==> config.mk <==
export PLATFORM = sky130hd
export DESIGN_NAME = bcd_time_counter_flat
export DESIGN_NICKNAME = d
export VERILOG_FILES = /design/src/rtl/bcd_time_counter_if.sv /design/src/rtl/bcd_time_counter.sv /design/src/flat_wrapper.sv
export SDC_FILE = /design/constraint.sdc
export NUM_CORES = 1
export LEC_CHECK = 0
export BUFFER_PORTS_ARGS = -buffer_cell sky130_fd_sc_hd__buf_2
export CAP_MARGIN = 0
export CORE_AREA = 4 4 90 50
export CTS_CLUSTER_DIAMETER = 150
export DETAILED_ROUTE_END_ITERATION = 8
export DIE_AREA = 0 0 94 54
export GPL_TIMING_DRIVEN = 0
export SYNTH_ARGS = -nofsm -noshare
export SYNTH_HDL_FRONTEND = slang
export SYNTH_SLANG_ARGS = --single-unit
export TNS_END_PERCENT = 5
==> constraint.sdc <==
create_clock -name CLK -period 1.75 [get_ports CLK]
set_input_delay 0 -clock CLK [delete_from_list [all_inputs] [get_ports CLK]]
set_output_delay 0 -clock CLK [all_outputs]
set_load 0.005 [all_outputs]
==> src/rtl/bcd_time_counter_if.sv <==
// Signal bundle between the time-of-day keeper and its user
// (a control block or a testbench on one side, the counter on the other).
//
// Transfer rules: there is no valid/ready pair on this bundle. LOAD is a
// single-cycle strobe that the counter always takes in on the posedge where
// it is high. The counter answers on the next cycle, either with the new time
// or with a one-cycle LOAD_ERR pulse. TICK, ROLLOVER and LOAD_ERR are
// registered one-cycle pulses. Each one is high for exactly one cycle per
// event, and the user has no way to stall them.
interface bcd_time_counter_if;
  logic       EN;
  logic       LOAD;
  logic [4:0] LD_HOUR;
  logic [5:0] LD_MIN;
  logic [5:0] LD_SEC;
  logic [4:0] HOUR;
  logic [5:0] MIN;
  logic [5:0] SEC;
  logic       TICK;
  logic       ROLLOVER;
  logic       LOAD_ERR;

  // Controller side: drives run/load controls, observes time and strobes
  modport master (
    output EN, LOAD, LD_HOUR, LD_MIN, LD_SEC,
    input  HOUR, MIN, SEC, TICK, ROLLOVER, LOAD_ERR
  );

  // Counter side
  modport slave (
    input  EN, LOAD, LD_HOUR, LD_MIN, LD_SEC,
    output HOUR, MIN, SEC, TICK, ROLLOVER, LOAD_ERR
  );
endinterface

==> src/rtl/bcd_time_counter.sv <==
// 24-hour time-of-day keeper. A prescaler divides CLK down to a
// one-second advance. The block keeps hours, minutes and seconds in binary.
// It can also be preset at runtime through a one-cycle LOAD strobe. Every
// output is a register, so nothing passes combinationally from input to output.
module bcd_time_counter #(
  parameter int TICK_DIV = 10
) (
  input  logic                CLK,
  input  logic                RST,
  bcd_time_counter_if.slave   bus
);

  localparam int PW = (TICK_DIV > 1) ? $clog2(TICK_DIV) : 1;
  localparam logic [PW-1:0] PRESC_LAST = PW'(TICK_DIV - 1);

  logic [PW-1:0] presc_q, presc_d;
  logic [4:0]    hour_q,  hour_d;
  logic [5:0]    min_q,   min_d;
  logic [5:0]    sec_q,   sec_d;
  logic          tick_q,  tick_d;
  logic          roll_q,  roll_d;
  logic          err_q,   err_d;
  logic          load_ok;

  assign load_ok = (bus.LD_HOUR < 5'd24) && (bus.LD_MIN < 6'd60) &&
                   (bus.LD_SEC < 6'd60);

  // Next-state logic: a load (good or bad) beats an advance on the same edge
  always_comb begin
    presc_d = presc_q;
    hour_d  = hour_q;
    min_d   = min_q;
    sec_d   = sec_q;
    tick_d  = 1'b0;
    roll_d  = 1'b0;
    err_d   = 1'b0;
    if (bus.LOAD) begin
      // A rejected load still swallows any advance due on this edge
      if (load_ok) begin
        hour_d  = bus.LD_HOUR;
        min_d   = bus.LD_MIN;
        sec_d   = bus.LD_SEC;
        presc_d = '0;
      end else begin
        err_d = 1'b1;
      end
    end else if (bus.EN) begin
      if (presc_q == PRESC_LAST) begin
        presc_d = '0;
        tick_d  = 1'b1;
        if (sec_q == 6'd59) begin
          sec_d = 6'd0;
          if (min_q == 6'd59) begin
            min_d = 6'd0;
            if (hour_q == 5'd23) begin
              hour_d = 5'd0;
              roll_d = 1'b1;
            end else begin
              hour_d = hour_q + 5'd1;
            end
          end else begin
            min_d = min_q + 6'd1;
          end
        end else begin
          sec_d = sec_q + 6'd1;
        end
      end else begin
        presc_d = presc_q + PW'(1);
      end
    end
  end

  // State registers; reset wins over LOAD and EN and drops prescaler progress
  always_ff @(posedge CLK) begin
    if (RST) begin
      presc_q <= '0;
      hour_q  <= '0;
      min_q   <= '0;
      sec_q   <= '0;
      tick_q  <= 1'b0;
      roll_q  <= 1'b0;
      err_q   <= 1'b0;
    end else begin
      presc_q <= presc_d;
      hour_q  <= hour_d;
      min_q   <= min_d;
      sec_q   <= sec_d;
      tick_q  <= tick_d;
      roll_q  <= roll_d;
      err_q   <= err_d;
    end
  end

  assign bus.HOUR     = hour_q;
  assign bus.MIN      = min_q;
  assign bus.SEC      = sec_q;
  assign bus.TICK     = tick_q;
  assign bus.ROLLOVER = roll_q;
  assign bus.LOAD_ERR = err_q;

endmodule

==> src/flat_wrapper.sv <==
// flat-port wrapper written by rule: the top's interface ports become plain ports
module bcd_time_counter_flat 
#(
  parameter int TICK_DIV = 10
)
  (CLK, RST, bus_EN, bus_LOAD, bus_LD_HOUR, bus_LD_MIN, bus_LD_SEC, bus_HOUR, bus_MIN, bus_SEC, bus_TICK, bus_ROLLOVER, bus_LOAD_ERR);
  bcd_time_counter_if bus_i ();
  input  logic CLK;
  input  logic RST;
  input wire logic [$bits(bus_i.EN)-1:0] bus_EN;
  input wire logic [$bits(bus_i.LOAD)-1:0] bus_LOAD;
  input wire logic [$bits(bus_i.LD_HOUR)-1:0] bus_LD_HOUR;
  input wire logic [$bits(bus_i.LD_MIN)-1:0] bus_LD_MIN;
  input wire logic [$bits(bus_i.LD_SEC)-1:0] bus_LD_SEC;
  output wire logic [$bits(bus_i.HOUR)-1:0] bus_HOUR;
  output wire logic [$bits(bus_i.MIN)-1:0] bus_MIN;
  output wire logic [$bits(bus_i.SEC)-1:0] bus_SEC;
  output wire logic [$bits(bus_i.TICK)-1:0] bus_TICK;
  output wire logic [$bits(bus_i.ROLLOVER)-1:0] bus_ROLLOVER;
  output wire logic [$bits(bus_i.LOAD_ERR)-1:0] bus_LOAD_ERR;
  assign bus_i.EN = bus_EN;
  assign bus_i.LOAD = bus_LOAD;
  assign bus_i.LD_HOUR = bus_LD_HOUR;
  assign bus_i.LD_MIN = bus_LD_MIN;
  assign bus_i.LD_SEC = bus_LD_SEC;
  assign bus_HOUR = bus_i.HOUR;
  assign bus_MIN = bus_i.MIN;
  assign bus_SEC = bus_i.SEC;
  assign bus_TICK = bus_i.TICK;
  assign bus_ROLLOVER = bus_i.ROLLOVER;
  assign bus_LOAD_ERR = bus_i.LOAD_ERR;
  bcd_time_counter #(.TICK_DIV(TICK_DIV)) u_core (.CLK(CLK), .RST(RST), .bus(bus_i));
endmodule
==> qor.csv, run 1 <==
stage;metric;value;unit
die;die_h;54;µm
synthesis;synth_edf_count;0;
timing;fin_tns_setup;0;ps
die;dieArea;5080;µm²
clocking;tritoncts;done;
power;combPwrFrac;19.5;%
synthesis;avgSynthCellArea;8.46;µm²
drt;dr.pass1.iters;4;
synthesis;ys_seq_elements;24;
cells_and_area;area_growth;31.9;%
timing;tightest_slew;518;ps
setup_path;worst-path-buf-inv;1;
timing;timing.fmax;605;MHz
power;sequentialPowerShare;52.3;%
power;clockPowerShare;28.2;%
synthesis;netlist_top_cells_area;dfxtp_1 (34%), nor2_1 (5.6%), ha_1 (4.4%), mux2i_1 (3.5%), a21oi_1 (3.2%);
synthesis;post-synth-top-count-cell;dfxtp_1;
drt;wl_per_cell;14.9;µm
drt;antenna_violating_nets_post_route;0;
power;p_switching;0.327;mW
setup_path;rr_startpoint;u_core.presc_q[0]$_SDFFE_PP0P_;
die;fp-row-count;16;
timing;slew_violations;0;
clocking;clkTransAtPathRegs;80;ps
cells_and_area;final_layout_size_suffix_gt1_share;34.9;%
flow_run;cap_violations;0;
setup_path;rr_worst_depth;7;
drt;drt_first_iter_violations;70;
worst_hold_path;holdPathStages;3;
cells_and_area;nNetsFinal;246;
die;die_x;94;µm
timing;relSlewSlack;65.5;%
drt;finalWirelength;4060;µm
clocking;cts.sinks;24;
synthesis;synth_area;1410;µm²
synthesis;synth_common_cells;dfxtp_1 (24), nor2_1 (21), nand2_1 (12);
die;start_util;37.9;%
setup_path;crit_slowest_cell;dfxtp_4;
cells_and_area;utilization;50.0;%
drt;drc;0;
clocking;htreeDepth;1;
synthesis;synth_ff_type;dfxtp_1;
power;swShare;28.3;%
synthesis;ys_warn_count;0;
timing;grt_setup_unrepaired;false;
setup_path;worstPathCellList;ha_1, and3b_2, nand2_4, and2_4, buf_6, or2_0, o32ai_2;
place;hpwl;2950;µm
place;gp_congestion;0.824;
drt;via_count;1439;
setup_path;setup.worst_path.class;flip-flop to flip-flop;
synthesis;synth_nets;193;
setup_path;cp_data_arrival_time;1840;ps
clocking;clock_latency;270;ps
worst_hold_path;hold_path.startpoint;bus_LD_SEC[1];
power;p_int;0.829;mW
drt;avgViaCountPerCell;5.29;
synthesis;synthArstFlopShare;0;%
power;leakage;0.773;nW
global_routing;grt_max_degree;13;
worst_hold_path;min_to;u_core.bus.SEC[1]$_SDFFE_PP0P_;
global_routing;grt_antenna_before_repair;0;
setup_path;start_kind;flip-flop;
power;ir_drop;306;µV
synthesis;synthCells;167;
synthesis;ys_seq_area_share;34.0;%
timing;post-route-period-util;94.4;%
worst_hold_path;hp-class;input pin to flip-flop;
die;ios;41;
setup_path;reg2reg_setup_slack;100;ps
outcome;status;complete, no violations;
place;port_buffers;39;
setup_path;critPathRequiredTime;1940;ps
cells_and_area;diodes;0;
clocking;cts_root_buf;clkbuf_8;
setup_path;r2r-end;u_core.bus.MIN[2]$_SDFFE_PP0P_;
die;core;3720;µm²
cells_and_area;fill_cells;363;
global_routing;grtUsageTotal;16.9;%
global_routing;overflow;0;
power;p_per_area;620;nW/µm²
global_routing;grt_pass1_vias;1304;
setup_path;max_stage_delay;370;ps
setup_path;critPathMaxFanout;10;
timing;final-hold-violation-count;0;
synthesis;ys_types;48;
timing;min_period;1650;ps
timing;finalSetupViolCount;0;
setup_path;crit_family;simple AND/OR/NAND/NOR gates;
global_routing;grt_pass1_wl;6490;µm
synthesis;synth_top_area_share;34.0;%
clocking;cts_buffers;3;
synthesis;yosys.area.top_type;dfxtp_1;
setup_path;endpoint_kind;flip-flop;
clocking;clock_path_buffers;2;
timing;finClkSkew;4.42;ps
## timing repair
action	4_1_cts	5_1_grt
pin swaps	1	4
endpoints found under the setup margin	11	12
hold buffers	0	0
gates resized for setup	11	12
setup buffers	1	8
## worst reg2reg max path, stage by stage (launching register included)
cell and delay [ps]:
dfxtp_4 370, ha_1 130, and3b_2 220, nand2_4 90
and2_4 170, buf_6 130, or2_0 230, o32ai_2 240
## kinds of logic after synthesis
| logic type | after synthesis | synth area share [%] |
|---|---|---|
| compound gates | 43 | 23.4 |
| simple gates | 71 | 26.7 |
| buf+inv | 13 | 4.25 |
| mux | 5 | 3.54 |
| xor+xnor | 6 | 3.72 |
| fa+ha+maj | 5 | 4.43 |
| flops | 24 | 34.0 |
## how the worst max path moves through the flow
stage,start,to,slack [ps],depth (start not counted)
finish,u_core.presc_q[0]$_SDFFE_PP0P_,u_core.bus.MIN[2]$_SDFFE_PP0P_,100,7
global route,u_core.bus.SEC[1]$_SDFFE_PP0P_,u_core.bus.HOUR[0]$_SDFFE_PP0P_,10,7
CTS,u_core.presc_q[1]$_SDFFE_PP0P_,u_core.bus.MIN[2]$_SDFFE_PP0P_,0.1,8
detailed placement,u_core.bus.MIN[0]$_SDFFE_PP0P_,u_core.bus.HOUR[4]$_SDFFE_PP0P_,-170,6
global placement,u_core.bus.MIN[0]$_SDFFE_PP0P_,u_core.bus.HOUR[3]$_SDFFE_PP0P_,-150,6
floorplan,u_core.bus.MIN[0]$_SDFFE_PP0P_,u_core.bus.HOUR[0]$_SDFFE_PP0P_,90,6
## cell usage in the layout (no fill, tap or decap), drive strengths merged, types with 2 or more instances in the layout
| cell type | instances |
|---|---|
| xor2 | 3 |
| nand3 | 5 |
| nor4 | 2 |
| a211oi | 5 |
| and4b | 2 |
| nand2 | 13 |
| nand4 | 5 |
| nor2 | 21 |
| o32ai | 2 |
| a221oi | 4 |
| nor3 | 7 |
| ha | 5 |
| a22oi | 4 |
| nor2b | 3 |
| buf | 52 |
| and2 | 2 |
| clkbuf | 6 |
| dfxtp | 24 |
| xnor2 | 3 |
| mux2i | 5 |
| nand2b | 5 |
| a21oi | 11 |
| inv | 6 |
| o21ai | 6 |
| a41oi | 2 |
## area by class of cell
type                       count  area, µm²  area share, %
multi-input combinational    130        935           50.2
sequential                    24        493           26.5
timing repair buffer          48        267           14.3
tap                           54       67.6           3.63
clock buffer                   3       41.3           2.22
buffer                         7       37.5           2.01
inverter                       6       22.5           1.21
## registers in the layout, indices dropped and copies added (netlist names)
register             flops
u_core.bus.TICK          1
u_core.bus.SEC           6
u_core.bus.MIN           6
u_core.bus.HOUR          5
u_core.bus.ROLLOVER      1
u_core.bus.LOAD_ERR      1
u_core.presc_q           4
## metal layers
metal / wire [µm] / up-vias / GRT usage, %
li1: - / 718 / -
met2: 1640 / 42 / 23.6
met5: 0 / - / 0
met3: 223 / 7 / 4.47
met4: 51 / 0 / 4.80
met1: 2140 / 672 / 25.1
## through the flow
stage	hold WS, ps	cells	power [mW]	worst slack [ps]	area, µm²
after floorplan	235	167	0.735	89.2	1410
after global placement	346	260	0.817	-146	1680
after detailed placement	345	260	0.819	-167	1680
after CTS	63.1	264	1.16	0.105	1770
after global routing	84.3	272	1.23	10.0	1860
final	73.4	272	1.16	98.1	1860
## power groups by stage
stage	combinational [mW]	sequential [mW]	clock, mW
CTS	0.214	0.602	0.345
global placement	0.204	0.613	0
finish	0.225	0.605	0.326
global route	0.251	0.610	0.370
detailed placement	0.206	0.613	0
floorplan	0.126	0.609	0
Note: power is estimated with default switching activity, not from simulation.
==> inputs of run 2 (changes only) <==
==> constraint.sdc (replaced) <==
create_clock -name CLK -period 2.1 [get_ports CLK]
set_input_delay 0 -clock CLK [delete_from_list [all_inputs] [get_ports CLK]]
set_output_delay 0 -clock CLK [all_outputs]
set_load 0.005 [all_outputs]
==> run 2 against run 1 <==
Net effect:
- combinational power fell by 24%
- fmax fell by 16%
- power is 18% lower
- worst setup slack better by 46 ps
- routed wire length down 4.4%
- via count fell by 4.0%
- utilization shrank 3.9 points
- sequential cell count did not move
- sequential power is 17% lower
- global-route usage is 0.21 points lower
- critical path type unchanged
- critical endpoint is now u_core.bus.HOUR[4]$_SDFFE_PP0P_
- highest routed layer unchanged
==> qor.csv, run 2 (synthesized netlist as in run 1, its figures left out) <==
stage;metric;value;unit
timing;final-hold-violation-count;0;
die;ios;41;
setup_path;setup.worst_path.class;flip-flop to flip-flop;
setup_path;r2r-end;u_core.bus.HOUR[4]$_SDFFE_PP0P_;
global_routing;grt_pass1_vias;1296;
worst_hold_path;min_to;u_core.bus.SEC[1]$_SDFFE_PP0P_;
global_routing;grt_antenna_before_repair;0;
global_routing;grt_pass1_wl;6430;µm
worst_hold_path;holdPathStages;3;
power;p_per_area;550;nW/µm²
setup_path;reg2reg_setup_slack;140;ps
drt;wl_per_cell;14.8;µm
die;die_x;94;µm
timing;timing.fmax;511;MHz
clocking;clkTransAtPathRegs;80;ps
setup_path;rr_worst_depth;6;
setup_path;critPathRequiredTime;2240;ps
setup_path;endpoint_kind;flip-flop;
die;die_h;54;µm
global_routing;grt_max_degree;13;
setup_path;rr_startpoint;u_core.bus.MIN[0]$_SDFFE_PP0P_;
power;leakage;0.711;nW
drt;antenna_violating_nets_post_route;0;
place;hpwl;2950;µm
setup_path;start_kind;flip-flop;
timing;slew_violations;0;
clocking;htreeDepth;1;
power;totalPowerFinal;0.945;mW
drt;via_count;1381;
drt;drc;0;
die;start_util;37.9;%
setup_path;cp_data_arrival_time;2100;ps
clocking;post_cts_buffers;0;
cells_and_area;area_growth;21.5;%
timing;relSlewSlack;63.8;%
die;core;3720;µm²
power;ir_drop;253;µV
timing;finalSetupViolCount;0;
cells_and_area;nNetsFinal;237;
drt;drt_first_iter_violations;81;
clocking;clock_latency;270;ps
worst_hold_path;hold_path.startpoint;bus_LD_SEC[1];
place;port_buffers;39;
cells_and_area;diodes;0;
cells_and_area;fill_cells;385;
timing;finClkSkew;6.26;ps
die;dieArea;5080;µm²
place;gp_congestion;0.824;
clocking;cts.repair.resized;0;
flow_run;cap_violations;0;
clocking;cts.sinks;24;
global_routing;overflow;0;
timing;tightest_slew;543;ps
cells_and_area;layout_commonest_cell;buf_2;
outcome;status;complete, no violations;
drt;avgViaCountPerCell;5.25;
die;fp-row-count;16;
timing;min_period;1960;ps
clocking;cts_root_buf;clkbuf_8;
cells_and_area;final_layout_size_suffix_gt1_share;25.8;%
drt;finalWirelength;3880;µm
setup_path;critPathMaxFanout;6;
clocking;cts_buffers;3;
clocking;cts-hold-fix-buffers;0;
timing;grt_setup_unrepaired;false;
timing;fin_tns_setup;0;ps
clocking;clock_path_buffers;2;
global_routing;grtUsageTotal;16.7;%
timing;post-route-period-util;93.2;%
clocking;tritoncts;done;
cells_and_area;final_cell_mix;buf_2 (42), dfxtp_1 (24), nor2_1 (21);
drt;dr.pass1.iters;4;
worst_hold_path;hp-class;input pin to flip-flop;
run 2: cell count changes in the layout (fill, tap and decap cells not counted), sizes merged:
cell / before / now
buf: 52 / 43
run 2: routing by layer:
metal	GRT usage, %	vias to the layer above	share of wire [%]	wire [µm]
met1	24.8	626	54	2100
li1	-	700	-	-
met3	4.47	5	6.5	253
met4	4.80	0	0.67	26
met5	0	-	0	0
met2	23.3	50	39	1500
run 2: worst max-delay path, stage by stage (launching register included):
cell	delay [ps]
dfxtp_1	410
ha_1	250
and2b_1	210
a41oi_2	250
a211oi_4	420
mux2i_1	240
nor2_1	50
run 2: worst max-delay path by stage:
stage	slack (ps)	cells past startpoint	to	start
floorplan	440	6	u_core.bus.HOUR[0]$_SDFFE_PP0P_	u_core.bus.MIN[0]$_SDFFE_PP0P_
global placement	200	6	u_core.bus.HOUR[3]$_SDFFE_PP0P_	u_core.bus.MIN[0]$_SDFFE_PP0P_
detailed placement	180	6	u_core.bus.HOUR[4]$_SDFFE_PP0P_	u_core.bus.MIN[0]$_SDFFE_PP0P_
CTS	170	6	u_core.bus.HOUR[3]$_SDFFE_PP0P_	u_core.bus.MIN[0]$_SDFFE_PP0P_
global route	0.08	6	u_core.bus.HOUR[4]$_SDFFE_PP0P_	u_core.bus.SEC[1]$_SDFFE_PP0P_
finish	140	6	u_core.bus.HOUR[4]$_SDFFE_PP0P_	u_core.bus.MIN[0]$_SDFFE_PP0P_
run 2: report_power, final:
group	total [mW]	internal (mW)	switching, mW	leakage [nW]
clock	0.273	0.128	0.145	0.0216
sequential	0.500	0.475	0.0253	0.196
combinational	0.171	0.0755	0.0955	0.494
total	0.945	0.679	0.266	0.711
run 2: stage by stage:
step           hold WS [ps]  cell area (µm²)  worst slack (ps)  std cells  util, %
3_3_place_gp            346             1680               204        260     45.0
6_report               73.9             1720               144        263     46.1
2_1_floorplan           235             1410               439        167        -
3_5_place_dp            345             1680               183        260     45.0
4_1_cts                63.1             1720               168        263     46.1
5_1_grt                84.3             1720            0.0795        263     46.1
run 2: cell type report:
class | count | area, µm² | area share [%]
tap | 54 | 67.6 | 3.94
multi-input combinational | 130 | 872 | 50.8
buffer | 7 | 37.5 | 2.19
timing repair buffer | 39 | 195 | 11.4
inverter | 6 | 22.5 | 1.31
sequential | 24 | 480 | 28.0
clock buffer | 3 | 41.3 | 2.41
